[src/rtl/shift_sequencer.sv]
// Command-driven sequencer for an external WIDTH-bit bi-directional serial-in shift register.
// Optional `SHIFT_SEQ_ABORT_EN adds an abort input and an rsp_count output.
module shift_sequencer #(
  parameter int unsigned WIDTH = 16,
  parameter int unsigned CNT_W = 5
) (
  input  logic             clk,
  input  logic             rst,
  input  logic             cmd_valid,
  output logic             cmd_ready,
  input  logic             cmd_dir,
  input  logic [WIDTH-1:0] cmd_data,
  input  logic [CNT_W-1:0] cmd_len,
  output logic             sr_en,
  output logic             sr_dir,
  output logic             sr_d,
  input  logic [WIDTH-1:0] sr_out,
  output logic             rsp_valid,
  input  logic             rsp_ready,
`ifdef SHIFT_SEQ_ABORT_EN
  input  logic             abort,
  output logic [CNT_W-1:0] rsp_count,
`endif
  output logic [WIDTH-1:0] rsp_data
);

  typedef enum logic [1:0] {StIdle, StShift, StSettle, StResp} state_e;

  state_e             state_q, state_d;
  logic               dir_q, dir_d;
  logic [WIDTH-1:0]   buf_q, buf_d;
  logic [CNT_W-1:0]   cnt_q, cnt_d;
  logic               sr_en_q, sr_en_d;
  logic               sr_d_q, sr_d_d;
  logic               rsp_valid_q, rsp_valid_d;
  logic [WIDTH-1:0]   rsp_data_q, rsp_data_d;
  logic [CNT_W-1:0]   eff_len;
  logic [WIDTH-1:0]   aligned;
  logic               stop_shift;
`ifdef SHIFT_SEQ_ABORT_EN
  logic [CNT_W-1:0]   len_q, len_d;
  logic [CNT_W-1:0]   rsp_count_q, rsp_count_d;
`endif

  // Zero and oversize lengths both mean a full-width load.
  always_comb begin
    eff_len = cmd_len;
    if (cmd_len == '0 || cmd_len > CNT_W'(WIDTH)) begin
      eff_len = CNT_W'(WIDTH);
    end
    aligned = cmd_dir ? cmd_data : (cmd_data << (CNT_W'(WIDTH) - eff_len));
  end

`ifdef SHIFT_SEQ_ABORT_EN
  assign stop_shift = (cnt_q == CNT_W'(1)) || abort;
`else
  assign stop_shift = (cnt_q == CNT_W'(1));
`endif

  always_comb begin
    state_d     = state_q;
    dir_d       = dir_q;
    buf_d       = buf_q;
    cnt_d       = cnt_q;
    sr_en_d     = 1'b0;
    sr_d_d      = 1'b0;
    rsp_valid_d = rsp_valid_q;
    rsp_data_d  = rsp_data_q;
`ifdef SHIFT_SEQ_ABORT_EN
    len_d       = len_q;
    rsp_count_d = rsp_count_q;
`endif
    unique case (state_q)
      StIdle: begin
        if (cmd_valid) begin
          state_d = StShift;
          dir_d   = cmd_dir;
          cnt_d   = eff_len;
          sr_en_d = 1'b1;
          // First bit is presented straight from the aligned word; buffer keeps the rest.
          sr_d_d  = cmd_dir ? aligned[0] : aligned[WIDTH-1];
          buf_d   = cmd_dir ? (aligned >> 1) : (aligned << 1);
`ifdef SHIFT_SEQ_ABORT_EN
          len_d   = eff_len;
`endif
        end
      end
      StShift: begin
        cnt_d = cnt_q - CNT_W'(1);
        if (stop_shift) begin
          state_d = StSettle;
        end else begin
          sr_en_d = 1'b1;
          sr_d_d  = dir_q ? buf_q[0] : buf_q[WIDTH-1];
          buf_d   = dir_q ? (buf_q >> 1) : (buf_q << 1);
        end
      end
      StSettle: begin
        state_d     = StResp;
        rsp_valid_d = 1'b1;
        rsp_data_d  = sr_out;
`ifdef SHIFT_SEQ_ABORT_EN
        rsp_count_d = len_q - cnt_q;
`endif
      end
      StResp: begin
        if (rsp_ready) begin
          state_d     = StIdle;
          rsp_valid_d = 1'b0;
        end
      end
      default: state_d = StIdle;
    endcase
  end

  always_ff @(posedge clk or posedge rst) begin
    if (rst) begin
      state_q     <= StIdle;
      dir_q       <= 1'b0;
      buf_q       <= '0;
      cnt_q       <= '0;
      sr_en_q     <= 1'b0;
      sr_d_q      <= 1'b0;
      rsp_valid_q <= 1'b0;
      rsp_data_q  <= '0;
`ifdef SHIFT_SEQ_ABORT_EN
      len_q       <= '0;
      rsp_count_q <= '0;
`endif
    end else begin
      state_q     <= state_d;
      dir_q       <= dir_d;
      buf_q       <= buf_d;
      cnt_q       <= cnt_d;
      sr_en_q     <= sr_en_d;
      sr_d_q      <= sr_d_d;
      rsp_valid_q <= rsp_valid_d;
      rsp_data_q  <= rsp_data_d;
`ifdef SHIFT_SEQ_ABORT_EN
      len_q       <= len_d;
      rsp_count_q <= rsp_count_d;
`endif
    end
  end

  assign cmd_ready = (state_q == StIdle) && !rst;
  assign sr_en     = sr_en_q;
  assign sr_dir    = dir_q;
  assign sr_d      = sr_d_q;
  assign rsp_valid = rsp_valid_q;
  assign rsp_data  = rsp_data_q;
`ifdef SHIFT_SEQ_ABORT_EN
  assign rsp_count = rsp_count_q;
`endif

endmodule

[config.mk]
export PLATFORM = sky130hd
export DESIGN_NAME = shift_sequencer
export DESIGN_NICKNAME = d
export VERILOG_FILES = /design/src/rtl/shift_sequencer.sv
export SDC_FILE = /design/constraint.sdc
export NUM_CORES = 1
export LEC_CHECK = 0
export ABC_AREA = 1
export ABC_CLOCK_PERIOD_IN_PS = 2630
export CAP_MARGIN = 20
export CORE_ASPECT_RATIO = 0.7
export CORE_MARGIN = 2
export CORE_UTILIZATION = 36
export DETAILED_ROUTE_END_ITERATION = 12
export HOLD_SLACK_MARGIN = 0.03
export PLACE_DENSITY = 0.62
export REMOVE_ABC_BUFFERS = 1
export SETUP_SLACK_MARGIN = 0.02
export SYNTH_ARGS = -nofsm -noshare
export SYNTH_HDL_FRONTEND = slang
export SYNTH_SLANG_ARGS = --single-unit
[constraint.sdc]
create_clock -name clk -period 2.63 [get_ports clk]
set_input_delay 0.3945 -clock clk [delete_from_list [all_inputs] [get_ports clk]]
set_output_delay 0.3945 -clock clk [all_outputs]
set_load 0.01 [all_outputs]
# Word-level counts from Yosys, hierarchy flattened
# Cells that the tools add are included.
# op_classes
add_sub_neg	2
multipliers	0
div	0
magnitude_cmp	1
eq_ne	8
n_shift	1
muxes	23
bitwise_logic	0
n_reduce_logical	12
# op_table
operator	n
$mux W16	5
$pmux W16 S2	1
$shl A16 B5 Y16	1
$mux W5	2
$pmux W5 S2	1
$ne A2 B2 Y1 const B	4
$pmux W2 S4	1
$mux W1	7
$mux W2	3
$pmux W1 S2	3
$reduce_and A2 Y1	3
$reduce_and A3 Y1	2
$eq A5 B1 Y1 const B	1
$gt A5 B5 Y1 const B	1
$logic_not A5 Y1	1
$sub A5 B1 Y5 const B	1
$sub A5 B5 Y5 const A	1
$eq A2 B2 Y1 const B	2
$reduce_bool A2 Y1	2
$eq A2 B1 Y1 const B	1
$logic_not A2 Y1	1
$logic_and A1 B1 Y1	1
$logic_not A1 Y1	1
$logic_or A1 B1 Y1	1
# word_totals
regBits	43
latchBits	0
ram_bits	0
mem_bits_ro	0
out_inout_bits	21
elab_cells	55
mem_count	0

# Depth between registers and ports, before layout
# depth
ltp_word	9
depth_mapped	17

# Worst setup path before layout
# No wires, ideal clock.
# synth_timing
path_kind	input-to-reg
start	input cmd_len[0]
end	register buf_q[15]
t_arrival_ns	2.965
required_ns	2.503
path_slack_ns	-0.462
path_stages	14
path_cell_list	buf_2 -> or4_1 -> ha_1 -> inv_2 -> nand2_2 -> buf_2 -> ha_1 -> inv_2 -> clkbuf_1 -> nand3_1 -> nand3_1 -> nand2_1 -> o211ai_1 -> a21oi_1
# synth_via
elab_chain_cells	9
word_cells_on_any_way	10
cone_classes	add/sub (1); order compare (1); shift (1); mux (5); reduce/logical (2)
# synth_rtl
item	line_no	source
start: declaration	13	input logic [CNT_W-1:0] cmd_len,
$gt A5 B5 Y1 or $logic_not A5 Y1 (tied branches)	48	if (cmd_len == '0 || cmd_len > CNT_W'(WIDTH)) begin
$logic_or A1 B1 Y1	48	
$mux W5 *	48	
$sub A5 B5 Y5 *	51	aligned = cmd_dir ? cmd_data : (cmd_data << (CNT_W'(WIDTH) - eff_len));
$shl A16 B5 Y16 *	51	
$mux W16 *	51	
$mux W16 *	82	buf_d = cmd_dir ? (aligned >> 1) : (aligned << 1);
$mux W16 *	75	if (cmd_valid) begin
$pmux W16 S2 *	73	unique case (state_q)
end signal: assignment	133	buf_q <= buf_d;
end: declaration	31	logic [WIDTH-1:0] buf_q, buf_d;
# Every way passes the cells marked *; elsewhere a longest branch is shown, timed or not. The select of a mux whose other input is x is not followed.
# A chain may end at the register's enable or synchronous reset.

# Worst setup path after layout
# layout_timing
start	input cmd_len[2]
end	register sr_d_q, in the netlist sr_d
# layout_via
elab_chain_cells	9
word_cells_on_any_way	10
cone_classes	add/sub (1); order compare (1); shift (1); mux (5); reduce/logical (2)
# layout_rtl
item	line_no	source
$gt A5 B5 Y1 or $logic_not A5 Y1 (tied branches)	48	
$logic_or A1 B1 Y1	48	
$mux W5 *	48	
$sub A5 B5 Y5 *	51	
$shl A16 B5 Y16 *	51	
$mux W16 *	51	
$mux W1 *	81	sr_d_d = cmd_dir ? aligned[0] : aligned[WIDTH-1];
$mux W1 *	75	
$pmux W1 S2 *	73	
via sr_d_d	34	logic sr_d_q, sr_d_d;
end signal: assignment	136	sr_d_q <= sr_d_d;
end: declaration	34	
# Mark *: on every way through the listed nets, which the timed path passes. The rest lies on a longest branch.

==> run_results.csv <==
group,metric,value,unit
outcome,status,"complete, no violations",
global_routing,grt_overflow_total,0,
sta,fin_skew,6.48,ps
synth,yosys_warnings,0,
clock_network,ctsHtreeMaxLevel,2,
placed_design,gp_congestion,0.970,
cells_and_area,antennaDiodeCount,0,
sta,rsz0062_at_grt,"false",
floorplanning,chipHeight,80.2,um
synth,syn_inst,411,
cells_and_area,instances_no_fill,607,
global_routing,grt_pass1_wl,14100,um
pwr,power.total,4.11,mW
critical_path,crit_type,"input pin to flip-flop",
routing,post_drt_wl_per_cell,14.5,um
floorplanning,core_area,7940,um^2
synth,yosys_register_bits,43,
sta,setup_viol,0,
cells_and_area,most-common-layout-cells,"108 x nand2_1, 61 x nand3_1, 58 x clkdlybuf4s50_1, 43 x dfrtp_1, 37 x buf_4",
synth,yosysUniqueCellTypes,31,
worst_hold_path,min_path_type,"flip-flop to flip-flop",
flow_run,cap_violations,0,
global_routing,antenna_found_initial,0,
routing,via_per_inst,5.24,
clock_network,cts_num_sinks,43,
placed_design,dp_slack,-683,ps
cells_and_area,syn_to_final_growth,44.2,%
sta,fin_crit_sh,94.3,%
synth,ys_seq_area_share,36.0,%
synth,postSynth.asyncResetShare,100,%
critical_path,crit_chain,"dlygate4sd2_1 > or4_4 > ha_4 > inv_6 > buf_4 > nand2_4 > inv_2 > nand2_1 > nand2_4 > buf_6 > buf_4 > nand3_1 > nand2_2 > nand2_1 > o211ai_1 > nand2_1 > nand2_1",
critical_path,crit_slowest_cell,"or4_4",
placed_design,portBuffers,62,
critical_path,cpMostUsedCell,"nand2_1",
synth,avgSynthCellArea,7.26,um^2
synth,synth-edff-count,0,
critical_path,startpoint_type,"input pin",
pwr,p_leak,2.05,nW
routing,dr.pass1.iters,4,
sta,relSlewSlack,48.5,%
floorplanning,start_util,37.6,%
critical_path,slowest_delay,430,ps
sta,fmax,0.403,GHz
clock_network,cts_root_buffer,"clkbuf_16",
routing,ant_nets,0,
global_routing,grtUsageTotal,19.2,%
critical_path,worst-path-max-fanout,8,
placed_design,dp_hpwl,6610,um
floorplanning,die_area,9050,um^2
cells_and_area,final_common_cell,"nand2_1",
placed_design,dp.cells,589,
critical_path,crit_required,2800,ps
critical_path,crit_arrival,2650,ps
critical_path,path_delay_family,"simple AND/OR/NAND/NOR gates",
clock_network,clk_pin_slew,60,ps
sta,period_needed,2480,ps
floorplanning,rows,27,
routing,drt-total-wl,8800,um
clock_network,cts.path.max_buffers,2,
routing,vias,3183,
synth,synth_ff_type,"dfrtp_1",
synth,syn-cell-area,2990,um^2
critical_path,cp.buffers_inverters,6,
routing,drt_iter0_markers,250,
global_routing,grt_max_degree,44,
sta,worst_slack,149,ps
pwr,power_density,954,nW/um^2
clock_network,holdBufCountCts,0,
pwr,ir_worst_vdd,0.593,mV
floorplanning,die_w,113,um
clock_network,cts_made_buffers,5,
sta,worst_pin_slew,772,ps
cells_and_area,nNetsFinal,555,
routing,remaining_drc_errors,0,
clock_network,clock_latency,280,ps
global_routing,first_global_vias,2954,
sta,finalHoldViolations,0,
floorplanning,io_pins,63,
critical_path,end_kind,"flip-flop",
cells_and_area,drive_gt1_share,19.8,%
sta,finalMaxSlewViolations,0,
clock_network,cts_tree,"built",
## Yosys cell counts (3+ instances only)
master,n,area share (%)
nand3_1,63,11
o211ai_1,4,1.0
ha_1,8,3.4
o21ai_0,15,2.5
nor3_1,4,0.67
buf_4,3,0.75
nand2_2,6,1.3
a21oi_1,25,4.2
buf_2,8,1.3
dfrtp_1,43,36
inv_1,29,3.6
clkbuf_1,6,0.75
nand4_1,3,0.63
a221oi_1,13,3.8
nand2_1,113,14
mux2_2,17,6.4
nor2_1,31,3.9
inv_2,4,0.50
## sequential cells by signal, summed over array words and instances (netlist names)
| name | flops |
|---|---|
| buf_q | 16 |
| rsp_data | 16 |
| cnt_q | 5 |
| state_q | 2 |
| rsp_valid | 1 |
| sr_d | 1 |
| sr_dir | 1 |
| sr_en | 1 |
## layer usage
metal	global-route usage [%]	wire length, um	up-vias
li1	-	-	1577
met1	29.0	4440	1506
met2	29.1	3760	100
met3	4.53	600	0
met4	1.10	0	0
met5	0	0	-
## kinds of logic (layout without fill, tap and decap cells)
| logic type | after synthesis | after routing | share of synthesized area, % |
|---|---|---|---|
| buffers and inverters | 52 | 147 | 7.75 |
| multiplexers | 17 | 17 | 6.41 |
| XOR/XNOR | 1 | 1 | 0.293 |
| flip-flops | 43 | 43 | 36.0 |
| adder cells (fa/ha/maj) | 8 | 8 | 3.35 |
| AO/OA/AOI/OAI | 63 | 63 | 13.0 |
| AND/OR/NAND/NOR | 227 | 227 | 33.1 |
## layout make-up
class | count | area (um^2)
multi-input cells | 316 | 1780
repair buffers | 106 | 995
flip-flops and latches | 43 | 1080
fillers | 771 | 3630
inverters | 33 | 134
well taps | 101 | 126
clock inverters | 3 | 67.6
clock buffers | 5 | 125
## worst paths after layout
kind                          endpoint        start  slack, ps  cells past startpoint
hold / removal             rsp_data[0]  rsp_data[0]        510                      1
hold reg to reg            rsp_data[0]  rsp_data[0]        510                      1
max in group asynchronous  rsp_data[3]          rst       1640                      3
setup / recovery                  sr_d   cmd_len[2]        150                     17
setup reg to reg             buf_q[12]   state_q[1]        570                      8
min in group asynchronous     cnt_q[4]          rst        600                      3
## metrics by stage
step	area (um^2)	hold slack (ps)	TNS, ps	util [%]
final	4300	506	0	54.2
after global placement	3890	487	-8270	49.0
after detailed placement	3890	494	-9180	49.0
after global routing	4300	527	0	54.2
after CTS	4200	509	0	52.8
after floorplan	2880	469	-5710	-
## report_power, final
group / internal [mW] / switching [mW] / leakage, nW / total (mW)
clock network: 0.544 / 0.250 / 0.0900 / 0.794
logic: 1.00 / 1.07 / 1.45 / 2.07
registers: 1.01 / 0.230 / 0.507 / 1.24
total: 2.55 / 1.55 / 2.05 / 4.11
## repair_timing
action / CTS / global route
pin swaps: 7 / 8
endpoints found under the hold margin: 0 / 0
setup endpoints to repair: 16 / 16
setup buffers: 1 / 9
gates resized for setup: 27 / 16
No activity file was read; power rests on OpenSTA's default activity.
